==> src/rtl/frame_capture_writer.sv <==
// frame_capture_writer
//   Captures one grayscale frame from the pixel pipeline into a frame buffer.
//   After the last pixel is written, the TX stage is triggered. The buffer is
//   then held stable until the TX stage reports that it has finished.
//
// Ports
//   clk            rising-edge clock
//   reset          synchronous, active-high reset
//   capture_req    one-cycle request to capture the next frame (honoured in IDLE only)
//   continuous     re-arm automatically after each transmitted frame
//   pix_valid      pixel strobe
//   pix_sof        first pixel of a frame, qualified by pix_valid
//   pix_data       8-bit grayscale pixel
//   frame_tx_done  TX stage finished sending the frame (honoured in WAIT_TX only)
//   fb_we          frame buffer write enable (registered)
//   fb_wAddr       frame buffer write address (registered)
//   fb_wData       frame buffer write data (registered)
//   tx_trig        one-cycle pulse to start the TX stage
//   busy           high whenever the FSM is not idle
//   sof_err        one-cycle pulse when a frame restarts before completion
module frame_capture_writer #(
  parameter int unsigned IMG_WIDTH  = 176,
  parameter int unsigned IMG_HEIGHT = 240,
  parameter int unsigned ADDR_WIDTH = $clog2(IMG_WIDTH * IMG_HEIGHT)
) (
  input  logic                  clk,
  input  logic                  reset,
  input  logic                  capture_req,
  input  logic                  continuous,
  input  logic                  pix_valid,
  input  logic                  pix_sof,
  input  logic [7:0]            pix_data,
  input  logic                  frame_tx_done,
  output logic                  fb_we,
  output logic [ADDR_WIDTH-1:0] fb_wAddr,
  output logic [7:0]            fb_wData,
  output logic                  tx_trig,
  output logic                  busy,
  output logic                  sof_err
);

  localparam int unsigned NumPix = IMG_WIDTH * IMG_HEIGHT;
  localparam logic [ADDR_WIDTH-1:0] LastAddr = ADDR_WIDTH'(NumPix - 1);

  typedef enum logic [2:0] {
    StIdle,
    StArmed,
    StCapture,
    StTrig,
    StWaitTx
  } state_e;

  state_e                state_q;
  logic [ADDR_WIDTH-1:0] cnt_q;  // address of the next non-SOF pixel

  always_ff @(posedge clk) begin
    if (reset) begin
      state_q  <= StIdle;
      cnt_q    <= '0;
      fb_we    <= 1'b0;
      fb_wAddr <= '0;
      fb_wData <= '0;
      tx_trig  <= 1'b0;
      sof_err  <= 1'b0;
    end else begin
      // Pulse outputs default low; each write strobe lasts exactly one cycle.
      fb_we   <= 1'b0;
      tx_trig <= 1'b0;
      sof_err <= 1'b0;
      unique case (state_q)
        StIdle: begin
          if (capture_req) state_q <= StArmed;
        end
        StArmed: begin
          // Anything before the start of a frame is discarded.
          if (pix_valid && pix_sof) begin
            fb_we    <= 1'b1;
            fb_wAddr <= '0;
            fb_wData <= pix_data;
            cnt_q    <= ADDR_WIDTH'(1);
            state_q  <= StCapture;
          end
        end
        StCapture: begin
          if (pix_valid) begin
            fb_we    <= 1'b1;
            fb_wData <= pix_data;
            if (pix_sof) begin
              // Source restarted mid-frame: flag it and resynchronise to the new frame.
              fb_wAddr <= '0;
              sof_err  <= 1'b1;
              cnt_q    <= ADDR_WIDTH'(1);
            end else begin
              fb_wAddr <= cnt_q;
              if (cnt_q == LastAddr) begin
                state_q <= StTrig;
              end else begin
                cnt_q <= cnt_q + ADDR_WIDTH'(1);
              end
            end
          end
        end
        StTrig: begin
          // Final write is already on the bus this cycle; trigger follows it.
          tx_trig <= 1'b1;
          state_q <= StWaitTx;
        end
        StWaitTx: begin
          if (frame_tx_done) state_q <= continuous ? StArmed : StIdle;
        end
        default: state_q <= StIdle;
      endcase
    end
  end

  assign busy = (state_q != StIdle);

endmodule

==> config.mk <==
export PLATFORM = sky130hd
export DESIGN_NAME = frame_capture_writer
export DESIGN_NICKNAME = d
export VERILOG_FILES = /design/src/rtl/frame_capture_writer.sv
export SDC_FILE = /design/constraint.sdc
export NUM_CORES = 1
export LEC_CHECK = 0
export ABC_AREA = 1
export CORE_UTILIZATION = 25
export DETAILED_ROUTE_END_ITERATION = 10
export GPL_TIMING_DRIVEN = 0
export SLEW_MARGIN = 20
export SYNTH_ARGS = -nofsm -noshare
export SYNTH_HDL_FRONTEND = slang
export SYNTH_SLANG_ARGS = --single-unit
export TNS_END_PERCENT = 100
==> constraint.sdc <==
create_clock -name clk -period 3.1 [get_ports clk]
set_input_delay 0.93 -clock clk [delete_from_list [all_inputs] [get_ports clk]]
set_output_delay 0.93 -clock clk [all_outputs]
set_load 0.01 [all_outputs]
* Word-level counts from Yosys, hierarchy flattened *
Cells that the tools add are included.

cells by class
  bitwise operators = 2
  add/sub/neg operators = 1
  reductions and logical operators = 8
  equal/unequal tests = 12
  mux-type cells = 25

operators by type and width
  operator               number
  $mux 16                7
  $pmux 16 s2            2
  $mux 3                 6
  $add 16x1->16 const B  1
  $eq 16x16->1 const B   1
  $mux 8                 2
  $pmux 8 s2             1
  $pmux 3 s5             1
  $ne 2x2->1 const B     6
  $eq 3x2->1 const B     2
  $reduce_and 6->1       1
  $mux 1                 5
  $reduce_and 4->1       1
  $eq 3x1->1 const B     1
  $eq 3x3->1 const B     1
  $logic_not 3->1        1
  $ne 3x3->1 const B     1
  $reduce_and 3->1       1
  $reduce_bool 3->1      1
  $reduce_or 3->1        1
  $not 1->1              2
  $pmux 1 s2             1
  $reduce_bool 2->1      1
  $logic_and 1x1->1      1

storage, ports and cells
  register bits after elaboration = 46
  word-level logic and storage cells = 55
  input port bits = 15
  output and inout bits = 28

* Depth between registers and ports, before layout *
  word-level depth = 5
  mapped depth = 10
  gate-level depth less buffers = 10

* Worst setup path after synthesis *
Ideal clock, no wire load.

  kind = input -> register
  start point = input reset
  end point = register fb_wAddr[11]
  setup slack = 1.118 ns
  library setup time = 0.084 ns
  arrival = 1.898 ns
  path buffers = 3
  cell stages on the path = 6
  cells stage by stage = buf_2 > inv_1 > clkbuf_1 > clkbuf_1 > nand3_1 > o31ai_2

RTL lines
  item                  line  source
  start, declared       27    input logic reset,
  end signal, assigned  94    fb_wAddr <= cnt_q;
  end, declared         35    output logic [ADDR_WIDTH-1:0] fb_wAddr,

* Final worst setup path *
  start point = register state_q[1]
  end point = output busy

between the ends
  word-level cells in the longest chain between the ends = 1

RTL lines
  item                    line  source
  start, declared         53    state_e state_q;
  start signal, assigned  58    state_q <= StIdle;
  start signal, assigned  72    if (capture_req) state_q <= StArmed;
  start signal, assigned  81    state_q <= StCapture;
  $reduce_bool 3->1       116   assign busy = (state_q != StIdle);
  end, declared           38    output logic busy,

Every way passes these cells.

==> metrics.md <==
| Metric | Value |
|---|---|
| Largest net degree at the start of global routing | `16` |
| Post-DR wirelength/cell | `approximately 12 um` |
| Total track usage | `about an eighth` |
| Min cycle time layout | `2366 ps` |
| CP bufs+invs | `1` |
| Slowest stage delay, CP | `between 500 and 600 ps` |
| Post-CTS setup buffers | `0` |
| Fmax achieved | `between 400 and 500 MHz` |
| Share of cells above drive strength 1 | `between 10% and 20%` |
| Slew margin rel. | `roughly 67%` |
| Final Slew Violations | `0` |
| Max-cap violations | `0` |
| Critical Path RT | `around 2200 ps` |
| Post-synthesis cell count | `~320` |
| Net Switching | `~0.37 mW` |
| Vias per cell | `~4.5` |
| Post-synthesis xor/xnor area fraction | `less than 1%` |
| Worst skew pair latency | `around 300 ps` |
| Synthesized Nets | `333` |
| Top Ports | `between 40 and 50` |
| Worst Setup End Kind | `output pin` |
| Number of diodes | `0` |
| Final setup violation count | `0` |
| Crit-path cells | `nor2_1 > nand2_1 > clkdlybuf4s50_1` |
| Clock network power share | `34.8%` |
| Worst EP arrival | `between 1000 and 1500 ps` |
| VDD IR max | `0.0001668 V` |
| H-Tree Depth | `2` |
| Status | `complete, no violations` |
| Post-Synth Simple-Gate Area | `a little over a third` |
| Post-CTS sizing | `0` |
| Clock buffer depth | `2` |
| Mean Syn Cell Area | `7.128 um2` |
| Combinational Power Share | `16.7%` |
| Starting density of the core | `between 20% and 30%` |
| RSZ-0062 raised after global routing | `no` |
| CP delay by family, top | `buffers and inverters` |
| Sw Ratio | `between 20% and 30%` |
| Hold_buf cts | `0` |
| Clk pin slew, worst setup/hold paths | `approximately 90 ps` |
| Final period util | `around three quarters` |
| Post-Place Cell Area | `2805 um2` |
| Static Leakage | `1.157 nW` |
| CTS tree | `built` |
| Residual DRC count | `0` |
| Most common cell after layout, fill and taps aside | `nand2_1` |
| Port Buf Inserts | `41` |
| CP Class | `register to output pin` |
| Seq/Total Area, Yosys | `40.75%` |
| Library cells used by synthesis | `36` |
| Final setup TNS | `0 ps` |
| Post-Synthesis Cell Area | `approximately 2300 um2` |
| Via count | `about 2100` |
| Finished Cell Area | `between 2000 and 3000 um2` |
| Final Hold Fails | `0` |
| Routed wire length | `about 5600 um` |
| YS warnings | `0` |
| Die area | `approximately 9400 um2` |
| DP HPWL | `between 4000 and 5000 um` |
| Clk_skew | `around 5.5 ps` |
| Initial antenna violation count | `0` |
| Final #Nets | `around 380` |
| Vias in the first global route | `roughly 2100` |
| Grt ovf | `0` |
| Core Util, Final | `around 33%` |
| Yosys reg bits | `46` |
| 1st-iter DRT viols | `99` |
| Rows | `34` |
| Internal power | `just under 1 mW` |
| Seq pwr share | `between 40% and 50%` |
| Largest family of logic cells by synthesized area | `simple AND/OR/NAND/NOR gates` |
| Crit path max fanout | `4` |
| Post-Synth Adder-Cell Area | `less than 1%` |
| Crit-path slowest cell | `clkdlybuf4s50_1` |
| First-pass GRT wire length | `slightly below 10000 um` |
| DRT Pass-1 Iters | `4` |
| Mux contribution to synthesized area | `0%` |
| Layout area overhead | `29.13%` |
| Die height | `~97 um` |
| Class of the worst hold path | `register to register` |
| Total clock buffers created by CTS | `5` |
| Post-synthesis compound-gate area fraction | `about an eighth` |
| CTS Sinks | `46` |
| Worst Tran Pin Value | `502.5 ps` |
| Routed Antenna Nets | `0` |
| GP Congestion | `about 0.83` |
| Core area | `8721 um2` |
| Pwr per Cell Area | `~460 nW/um2` |
| Most frequent cells in the layout | `nand2_1, nor2_1, dfxtp_1, clkdlybuf4s50_1, nand3_1` |
| Root Driver | `clkbuf_8` |
| Die W | `97.07 um` |
| CP startpoint kind | `register` |
==> layout make-up <==
cell class,instances,area [um2]
fillers,918,5803
plain buffers,13,88.84
flip-flops and latches,46,920.9
clock inverters,3,43.79
multi-input cells,226,1126
repair buffers,41,410.4
well taps,108,135.1
clock buffers,5,68.82
inverters,32,123.9
==> through the flow <==
| step | hold slack [ps] | setup WS (ps) | power, mW | std cells |
|---|---|---|---|---|
| 2_1_floorplan | 474.5 | 1118 | 0.7942 | 317 |
| 3_3_place_gp | 475.7 | 519.0 | 0.8790 | 466 |
| 3_5_place_dp | 474.5 | 520.1 | 0.8833 | 466 |
| 4_1_cts | 488.8 | 734.1 | 1.348 | 474 |
| 5_1_grt | 506.3 | 643.6 | 1.405 | 474 |
| 6_report | 483.3 | 733.8 | 1.333 | 474 |
==> state kept, by name (all words and copies together) (netlist names) <==
signal / count
cnt_q: 16
fb_wAddr: 16
fb_wData: 8
state_q: 3
fb_we: 1
sof_err: 1
tx_trig: 1
==> cells in the mapped netlist, drive strengths merged <==
master | number | area [um2]
a21oi | 13 | 72.57
ha | 1 | 12.51
o21ai | 19 | 95.09
inv | 30 | 115.1
dfxtp | 46 | 920.9
nor2 | 58 | 241.5
nand4 | 3 | 25.02
nand3 | 39 | 217.7
buf | 9 | 73.82
o31ai | 13 | 102.6
xnor2 | 1 | 8.760
nor3 | 3 | 20.02
nand3b | 2 | 15.01
clkinv | 2 | 8.750
and2 | 2 | 12.51
clkbuf | 4 | 15.01
nand2 | 71 | 295.3
o211ai | 1 | 7.510
==> worst min-delay path: stages (launching register included) <==
cell and delay (ps):
dfxtp_1 320, nand3_1 70, o31ai_1 60
==> power groups by stage <==
| stage | Combinational, mW | Clock, mW | Sequential, mW |
|---|---|---|---|
| CTS | 0.225 | 0.477 | 0.646 |
| detailed placement | 0.224 | 0 | 0.659 |
| global route | 0.250 | 0.504 | 0.651 |
| finish | 0.223 | 0.464 | 0.646 |
| floorplan | 0.133 | 0 | 0.661 |
| global placement | 0.220 | 0 | 0.659 |
==> metal layers <==
layer  vias up  global-route usage, %  routed length [um]
met5         -                      0                   0
met4         0                  4.592                  98
met3         9                  2.518                 202
met2        38                  21.99                2691
met1       966                  15.19                2638
li1       1131                      -                   -
==> path summary, 6_finish.rpt <==
check | startpoint | end | slack (ps) | cells after the start
worst min register to register | fb_wAddr[7] | fb_wAddr[7] | 480 | 2
worst max-delay path | state_q[1] | busy | 730 | 3
worst max register to register | cnt_q[1] | cnt_q[3] | 1350 | 8
worst min-delay path | fb_wAddr[7] | fb_wAddr[7] | 480 | 2
==> cells by family after synthesis <==
logic type                 after synthesis
and+or+nand+nor                        178
AOI/OAI and AO/OA                       46
DFF                                     46
buffers and inverters                   45
xor gates and xnor gates                 1
adders and majority gates                1
No activity file was read; power rests on OpenSTA's default activity.
